===== src/rtl/stage_exerciser_if.sv =====
// Handshake and data bundle between the stage exerciser and the stage under test / run controller.
interface stage_exerciser_if;
    logic       start;
    logic       mode;
    logic [3:0] stage_from;
    logic [3:0] stage_to;
    logic       busy;
    logic       done;
    logic       pass;
    logic [7:0] err_count;
    logic [7:0] first_err_idx;
    logic [3:0] first_err_data;

    modport master (
        input  start, mode, stage_to,
        output stage_from, busy, done, pass, err_count, first_err_idx, first_err_data
    );

    modport slave (
        output start, mode, stage_to,
        input  stage_from, busy, done, pass, err_count, first_err_idx, first_err_data
    );
endinterface


===== src/rtl/stage_exerciser.sv =====
// Drives a deterministic vector sequence into a single-register 4-bit transform stage and
// checks the stage output two edges later, counting mismatches and capturing the first one.
module stage_exerciser #(
    parameter int unsigned NUM_VECTORS = 16,
    parameter logic [3:0]  SEED        = 4'h1
) (
    input  logic              clk,
    input  logic              rst,
    stage_exerciser_if.master bus
);
    // state   | meaning
    // S_IDLE  | waiting for start after reset
    // S_RUN   | issuing one vector per cycle
    // S_DRAIN | last vector sits in the stage, final compare
    // S_DONE  | results held until next start
    typedef enum logic [1:0] {S_IDLE, S_RUN, S_DRAIN, S_DONE} state_t;

    state_t     r_state;
    logic [8:0] r_idx;
    logic       r_mode;
    logic [3:0] r_from;
    logic       r_chk_valid;
    logic [7:0] r_chk_idx;
    logic [3:0] r_chk_exp;
    logic       r_busy;
    logic       r_done;
    logic       r_pass;
    logic [7:0] r_err;
    logic [7:0] r_fidx;
    logic [3:0] r_fdata;

    logic [7:0] w_idx_prev;
    logic [3:0] w_exp;
    logic       w_mismatch;
    logic       w_last;

    // r_idx points one past the vector currently on stage_from
    assign w_idx_prev = r_idx[7:0] - 8'd1;
    assign w_exp      = r_mode ? (r_from + 4'd1) : (r_from ^ 4'hC);
    assign w_mismatch = r_chk_valid && (bus.stage_to != r_chk_exp);
    assign w_last     = (r_idx == 9'(NUM_VECTORS));

    always_ff @(posedge clk) begin
        if (rst) begin
            r_state     <= S_IDLE;
            r_idx       <= 9'd0;
            r_mode      <= 1'b0;
            r_from      <= 4'h0;
            r_chk_valid <= 1'b0;
            r_chk_idx   <= 8'd0;
            r_chk_exp   <= 4'h0;
            r_busy      <= 1'b0;
            r_done      <= 1'b0;
            r_pass      <= 1'b0;
            r_err       <= 8'd0;
            r_fidx      <= 8'd0;
            r_fdata     <= 4'h0;
        end else begin
            // the stage latches stage_from on this edge; its output is compared on the next one
            r_chk_valid <= (r_state == S_RUN);
            r_chk_idx   <= w_idx_prev;
            r_chk_exp   <= w_exp;

            if (w_mismatch) begin
                if (r_err != 8'hFF) r_err <= r_err + 8'd1;
                if (r_err == 8'd0) begin
                    r_fidx  <= r_chk_idx;
                    r_fdata <= bus.stage_to;
                end
            end

            case (r_state)
                S_IDLE, S_DONE: begin
                    if (bus.start) begin
                        r_state <= S_RUN;
                        r_idx   <= 9'd1;
                        r_mode  <= bus.mode;
                        r_from  <= SEED;
                        r_err   <= 8'd0;
                        r_fidx  <= 8'd0;
                        r_fdata <= 4'h0;
                        r_busy  <= 1'b1;
                        r_done  <= 1'b0;
                        r_pass  <= 1'b0;
                    end
                end
                S_RUN: begin
                    if (w_last) begin
                        r_state <= S_DRAIN;
                    end else begin
                        r_from <= r_idx[3:0] ^ SEED;
                        r_idx  <= r_idx + 9'd1;
                    end
                end
                S_DRAIN: begin
                    r_state <= S_DONE;
                    r_busy  <= 1'b0;
                    r_done  <= 1'b1;
                    r_pass  <= (r_err == 8'd0) && !w_mismatch;
                end
                default: r_state <= S_IDLE;
            endcase
        end
    end

    assign bus.stage_from     = r_from;
    assign bus.busy           = r_busy;
    assign bus.done           = r_done;
    assign bus.pass           = r_pass;
    assign bus.err_count      = r_err;
    assign bus.first_err_idx  = r_fidx;
    assign bus.first_err_data = r_fdata;
endmodule


===== src/flat_wrapper.sv =====
// flat-port wrapper written by rule: the top's interface ports become plain ports
module stage_exerciser_flat 
#(
    parameter int unsigned NUM_VECTORS = 16,
    parameter logic [3:0]  SEED        = 4'h1
)
  (clk, rst, bus_start, bus_mode, bus_stage_to, bus_stage_from, bus_busy, bus_done, bus_pass, bus_err_count, bus_first_err_idx, bus_first_err_data);
  stage_exerciser_if bus_i ();
  input  logic clk;
  input  logic rst;
  input wire logic [$bits(bus_i.start)-1:0] bus_start;
  input wire logic [$bits(bus_i.mode)-1:0] bus_mode;
  input wire logic [$bits(bus_i.stage_to)-1:0] bus_stage_to;
  output wire logic [$bits(bus_i.stage_from)-1:0] bus_stage_from;
  output wire logic [$bits(bus_i.busy)-1:0] bus_busy;
  output wire logic [$bits(bus_i.done)-1:0] bus_done;
  output wire logic [$bits(bus_i.pass)-1:0] bus_pass;
  output wire logic [$bits(bus_i.err_count)-1:0] bus_err_count;
  output wire logic [$bits(bus_i.first_err_idx)-1:0] bus_first_err_idx;
  output wire logic [$bits(bus_i.first_err_data)-1:0] bus_first_err_data;
  assign bus_i.start = bus_start;
  assign bus_i.mode = bus_mode;
  assign bus_i.stage_to = bus_stage_to;
  assign bus_stage_from = bus_i.stage_from;
  assign bus_busy = bus_i.busy;
  assign bus_done = bus_i.done;
  assign bus_pass = bus_i.pass;
  assign bus_err_count = bus_i.err_count;
  assign bus_first_err_idx = bus_i.first_err_idx;
  assign bus_first_err_data = bus_i.first_err_data;
  stage_exerciser #(.NUM_VECTORS(NUM_VECTORS), .SEED(SEED)) u_core (.clk(clk), .rst(rst), .bus(bus_i));
endmodule

===== config.mk =====
export PLATFORM = sky130hd
export DESIGN_NAME = stage_exerciser_flat
export DESIGN_NICKNAME = d
export VERILOG_FILES = /design/src/rtl/stage_exerciser_if.sv /design/src/rtl/stage_exerciser.sv /design/src/flat_wrapper.sv
export SDC_FILE = /design/constraint.sdc
export NUM_CORES = 1
export LEC_CHECK = 0
export BUFFER_PORTS_ARGS = -buffer_cell sky130_fd_sc_hd__buf_2
export CAP_MARGIN = 0
export CORE_UTILIZATION = 60
export DETAILED_ROUTE_END_ITERATION = 12
export PLACE_DENSITY = 0.89
export SETUP_SLACK_MARGIN = 0.3
export SLEW_MARGIN = 10
export SYNTH_ARGS = -nofsm -noshare
export SYNTH_HDL_FRONTEND = slang
export SYNTH_SLANG_ARGS = --single-unit

===== constraint.sdc =====
create_clock -name clk -period 3.23 [get_ports clk]
set_input_delay 0.4845 -clock clk [delete_from_list [all_inputs] [get_ports clk]]
set_output_delay 0.4845 -clock clk [all_outputs]
set_load 0.005 [all_outputs]

# Word-level counts from Yosys, hierarchy flattened
# Index checks and enable logic that the tools add are counted.
[word_totals] in_bits=8 output_inout_bits=27 romBits=0 ff_bits=52 ram_bits=0 memories=0 latch_bits=0 elab_cells=67
[classes] n_addsub=4 shift=0 reduce_logical=12 div=0 mul=0 eq_ne=9 n_mux=27 bitwise=2 n_lt_le_gt_ge=0
[op_table] operator="$mux W8" n=8
[op_table] operator="$mux W4" n=7
[op_table] operator="$mux W9" n=2
[op_table] operator="$pmux W9 S2" n=1
[op_table] operator="$add A9 B1 Y9 const B" n=1
[op_table] operator="$eq A9 B5 Y1 const B" n=1
[op_table] operator="$add A8 B1 Y8 const B" n=1
[op_table] operator="$logic_not A8 Y1" n=1
[op_table] operator="$ne A8 B8 Y1 const B" n=1
[op_table] operator="$pmux W4 S2" n=1
[op_table] operator="$sub A8 B1 Y8 const B" n=1
[op_table] operator="$pmux W1 S2" n=3
[op_table] operator="$pmux W2 S3" n=1
[op_table] operator="$reduce_and A2 Y1" n=3
[op_table] operator="$add A4 B1 Y4 const B" n=1
[op_table] operator="$eq A2 B2 Y1 const B" n=2
[op_table] operator="$mux W2" n=2
[op_table] operator="$ne A2 B2 Y1 const B" n=2
[op_table] operator="$ne A4 B4 Y1" n=1
[op_table] operator="$reduce_bool A2 Y1" n=2
[op_table] operator="$reduce_and A3 Y1" n=1
[op_table] operator="$eq A2 B1 Y1 const B" n=1
[op_table] operator="$logic_and A1 B1 Y1" n=2
[op_table] operator="$logic_not A2 Y1" n=1
[op_table] operator="6 further kinds" n=7

# Longest topological paths before layout
[logic_depth] word_depth=5 depth_mapped=8

# Worst setup path before layout
# OpenSTA, ideal clock, no wires.
[synth_timing] kind="register -> register" from="reg, netlist name u_core.bus.stage_from[0]" to="reg u_core.r_from[0], in the netlist u_core.bus.stage_from[0]" arrival_ps=1693 setup_slack_ps=1447 synth_period_minus_slack_ps=1783 path_buffers=2 setup_time_ps=91 path_stages_with_launch=9 path_cell_list="dfxtp_1 clkbuf_1 inv_1 ha_1 nor4bb_1 a31oi_1 buf_2 nor2_1 a311oi_1"
[synth_rtl] item="to (signal assigned)" line_no="stage_exerciser.sv:91" rtl="r_from <= r_idx[3:0] ^ SEED;"
[synth_rtl] item="to (decl)" line_no="stage_exerciser.sv:21" rtl="logic [3:0] r_from;"

==> metrics.csv <==
metric;value;unit
status;complete, no violations;
cts_buffers;5;
track_usage;25.5;%
yosys.area.top_type;dfxtp_1;
min-delay-start;bus_mode;
initial_core_util;64.1;%
drc_errors;0;
syn_nets;290;
use_met1;31.5;%
cts-root-buf;clkbuf_8;
crit_path_cell_trace;inv_1 -> ha_1 -> nor4bb_1 -> a31oi_1 -> nor2_1 -> a311oi_1;
internal-power;1.24;mW
min_to;u_core.r_mode;
fin_crit;2220;ps
ys_types;44;
drive_above_1_share;18.6;%
dieWidth;65.2;um
holdPathStages;3;
crit_type;reg -> reg;
io_pins;35;
die_y;65.2;um
grt.busiest_layer;met2;
cp_slowest_cell;dfxtp_1;
synthTopCellsByArea;dfxtp_1 43%, a21oi_1 6.9%, nand3_1 5.6%;
setup_viol;0;
dpl_cell_area;0.00254;mm^2
row_count;22;
cp_max_fo;14;
worst_slew_pin_slew;887;ps
place_hpwl;3.32;mm
rsz0062_at_grt;no;
finalHoldViolations;0;
yosysTopAreaCellShare;42.5;%
area_growth;11.6;%
critPathArrivalTime;2440;ps
synth_warnings;0;
cts_sinks;51;
dieArea;0.00426;mm^2
post_cts_resize_count;0;
synth_area;0.00240;mm^2
p_seq_share;42.1;%
grt_use_met2;43.7;%
timing.fmax;451;MHz
end_kind;flop;
grt_pass1_vias;1871;
synth_ff_type;dfxtp_1;
gp_congestion;0.814;
netSwitchingPower;620;uW
finalNetCount;312;
slew_viol_final;0;
relSlewSlack;40.7;%
crit_path_max_incr_delay;640;ps
antenna_found_initial;0;
synth_edf_count;0;
worstSkewPairLatency;310;ps
cts.clk_slew.worst_paths;90;ps
finalCritPeriodShare;68.7;%
avgViaCountPerCell;5.86;
cts_setup_buffers;0;
overflow;0;
required;3450;ps
wl;5.04;mm
ir_drop;510;uV
cp-start-kind;flop;
wl_per_cell;14.6;um
n_antenna_cell;0;
fin_util;71.5;%
whs;427;ps
cap_viol_max_count;0;
fp.coreArea;0.00374;mm^2
power_frac_clock;28.4;%
hold_buffers;0;
power;1.86;mW
htree_levels;2;
skew;5.39;ps
regToRegStartpoint;u_core.bus.stage_from[0];
r2r_slack;1010;ps
async_flop_share;0;%
grt_first_pass_wirelength;8.38;mm
p_leak;1.06;nW
drtIter0Drc;179;
ant_nets;0;
cts.path.max_buffers;2;
vias;2016;
hold_class;in -> reg;
syn_inst;273;
timing.rr.end;u_core.bus.stage_from[0];
synth_seq_area_share;42.5;%
combPwrFrac;29.5;%
synth-seq-cells;51;
final_area;0.00268;mm^2
p_per_area;693;mW/mm^2
drt-pass1-iter-count;5;
nFillCells;302;
setup_tns;0;ps
reg2reg_depth;6;
grtUsageMet3;5.38;%
switching_share;33.4;%
cts_tree;yes;
grt_max_degree;27;
postSynthAreaPerCell;8.79;um^2
port_buffers;34;
-- synthesized netlist by cell type, drive strengths merged, types with 8 or more instances --
| master | count |
|---|---|
| a21oi | 33 |
| dfxtp | 51 |
| nand2 | 8 |
| xor2 | 8 |
| ha | 9 |
| nand3 | 27 |
| o21ai | 18 |
| nor2 | 27 |
| xnor2 | 8 |
| inv | 9 |
| clkbuf | 11 |
| buf | 9 |
-- worst max-delay path by stage --
stage                                   startpoint                  endpoint  slack [ps]  depth (start not counted)
after global placement             bus_stage_to[1]   u_core.bus.err_count[2]        1170                          5
after global routing      u_core.bus.stage_from[0]  u_core.bus.stage_from[0]         860                          6
after CTS                 u_core.bus.stage_from[0]  u_core.bus.stage_from[0]        1090                          6
after detailed placement           bus_stage_to[1]   u_core.bus.err_count[2]        1090                          5
final                     u_core.bus.stage_from[0]  u_core.bus.stage_from[0]        1010                          6
after floorplan           u_core.bus.stage_from[0]  u_core.bus.stage_from[0]        1450                          8
-- cells by family (layout without fill, tap and decap cells) --
logic type      count (synthesis)  in the layout  synth area share, %
flops                          51             51                 42.5
simple gates                   99             99                 22.4
buf+inv                        29             52                 5.42
xor+xnor                       16             16                 6.78
mux                             3              3                 1.30
fa+ha+maj                       9              9                 4.69
compound gates                 66             66                 16.8
-- final cells by class --
| class | count | area [um^2] | area share (%) |
|---|---|---|---|
| Multi-Input combinational cell | 193 | 1250 | 46.6 |
| Sequential cell | 51 | 1020 | 38.1 |
| Timing Repair Buffer | 35 | 178 | 6.64 |
| Clock buffer | 5 | 68.8 | 2.57 |
| Clock inverter | 3 | 67.6 | 2.52 |
| Tap cell | 48 | 60.1 | 2.24 |
| Inverter | 9 | 33.8 | 1.26 |
-- registers in the layout (all words and copies together) (netlist names) --
signal,count
u_core.bus.err_count,8
u_core.bus.first_err_idx,8
u_core.r_chk_idx,8
u_core.r_idx,8
u_core.bus.first_err_data,4
u_core.bus.stage_from,4
u_core.r_chk_exp,4
u_core.r_state,2
u_core.bus.busy,1
u_core.bus.done,1
u_core.bus.pass,1
u_core.r_chk_valid,1
u_core.r_mode,1
-- power groups by stage --
stage	sequential, mW	clock (mW)	combinational, mW
3_5_place_dp	0.793	0	0.538
3_3_place_gp	0.789	0	0.523
6_report	0.782	0.527	0.548
2_1_floorplan	0.772	0	0.451
4_1_cts	0.780	0.530	0.545
5_1_grt	0.791	0.557	0.619
-- layer usage --
| metal | wire length [um] | vias up | share of wire [%] |
|---|---|---|---|
| met1 | 2290 | 944 | 45 |
| met4 | 63 | 0 | 1.3 |
| li1 | - | 1005 | - |
| met5 | 0 | - | 0 |
| met3 | 225 | 6 | 4.5 |
| met2 | 2460 | 61 | 49 |
-- worst max-delay path, delay by kind of cell, from the launching register on --
kind / cells / cell delay [ps]
simple gates: 2 / 240
compound gates: 2 / 890
fa+ha+maj: 1 / 220
flops: 1 / 640
buf+inv: 1 / 140
-- cell usage in the layout, fill, tap and decap left out, types with 2 or more instances in the layout --
cell type | synthesis | layout
o21ai_0 | 11 | 11
nor2b_1 | 2 | 2
xor2_1 | 5 | 5
nand4_1 | 6 | 6
and3_1 | 2 | 2
inv_1 | 9 | 9
ha_1 | 9 | 9
xnor2_1 | 8 | 8
nor3_1 | 4 | 4
or3_1 | 2 | 2
xor2_2 | 3 | 3
nor2_1 | 27 | 27
a41o_1 | 2 | 2
nand2_1 | 8 | 8
bufinv_16 | 0 | 2
a21oi_1 | 33 | 33
dfxtp_1 | 51 | 51
mux2i_1 | 2 | 2
a311oi_1 | 2 | 2
a31oi_1 | 2 | 2
o21ai_1 | 7 | 7
nand2b_1 | 6 | 6
clkbuf_8 | 0 | 5
buf_2 | 7 | 34
nor4_2 | 3 | 3
or4_1 | 4 | 4
nand3_1 | 27 | 27
o31ai_1 | 4 | 4
-- per-stage QoR --
stage          cells  setup WS, ps
2_1_floorplan    273          1450
3_3_place_gp     336          1170
3_5_place_dp     336          1090
4_1_cts          344          1090
5_1_grt          344           858
6_report         344          1010
No activity file was read; power rests on OpenSTA's default activity.
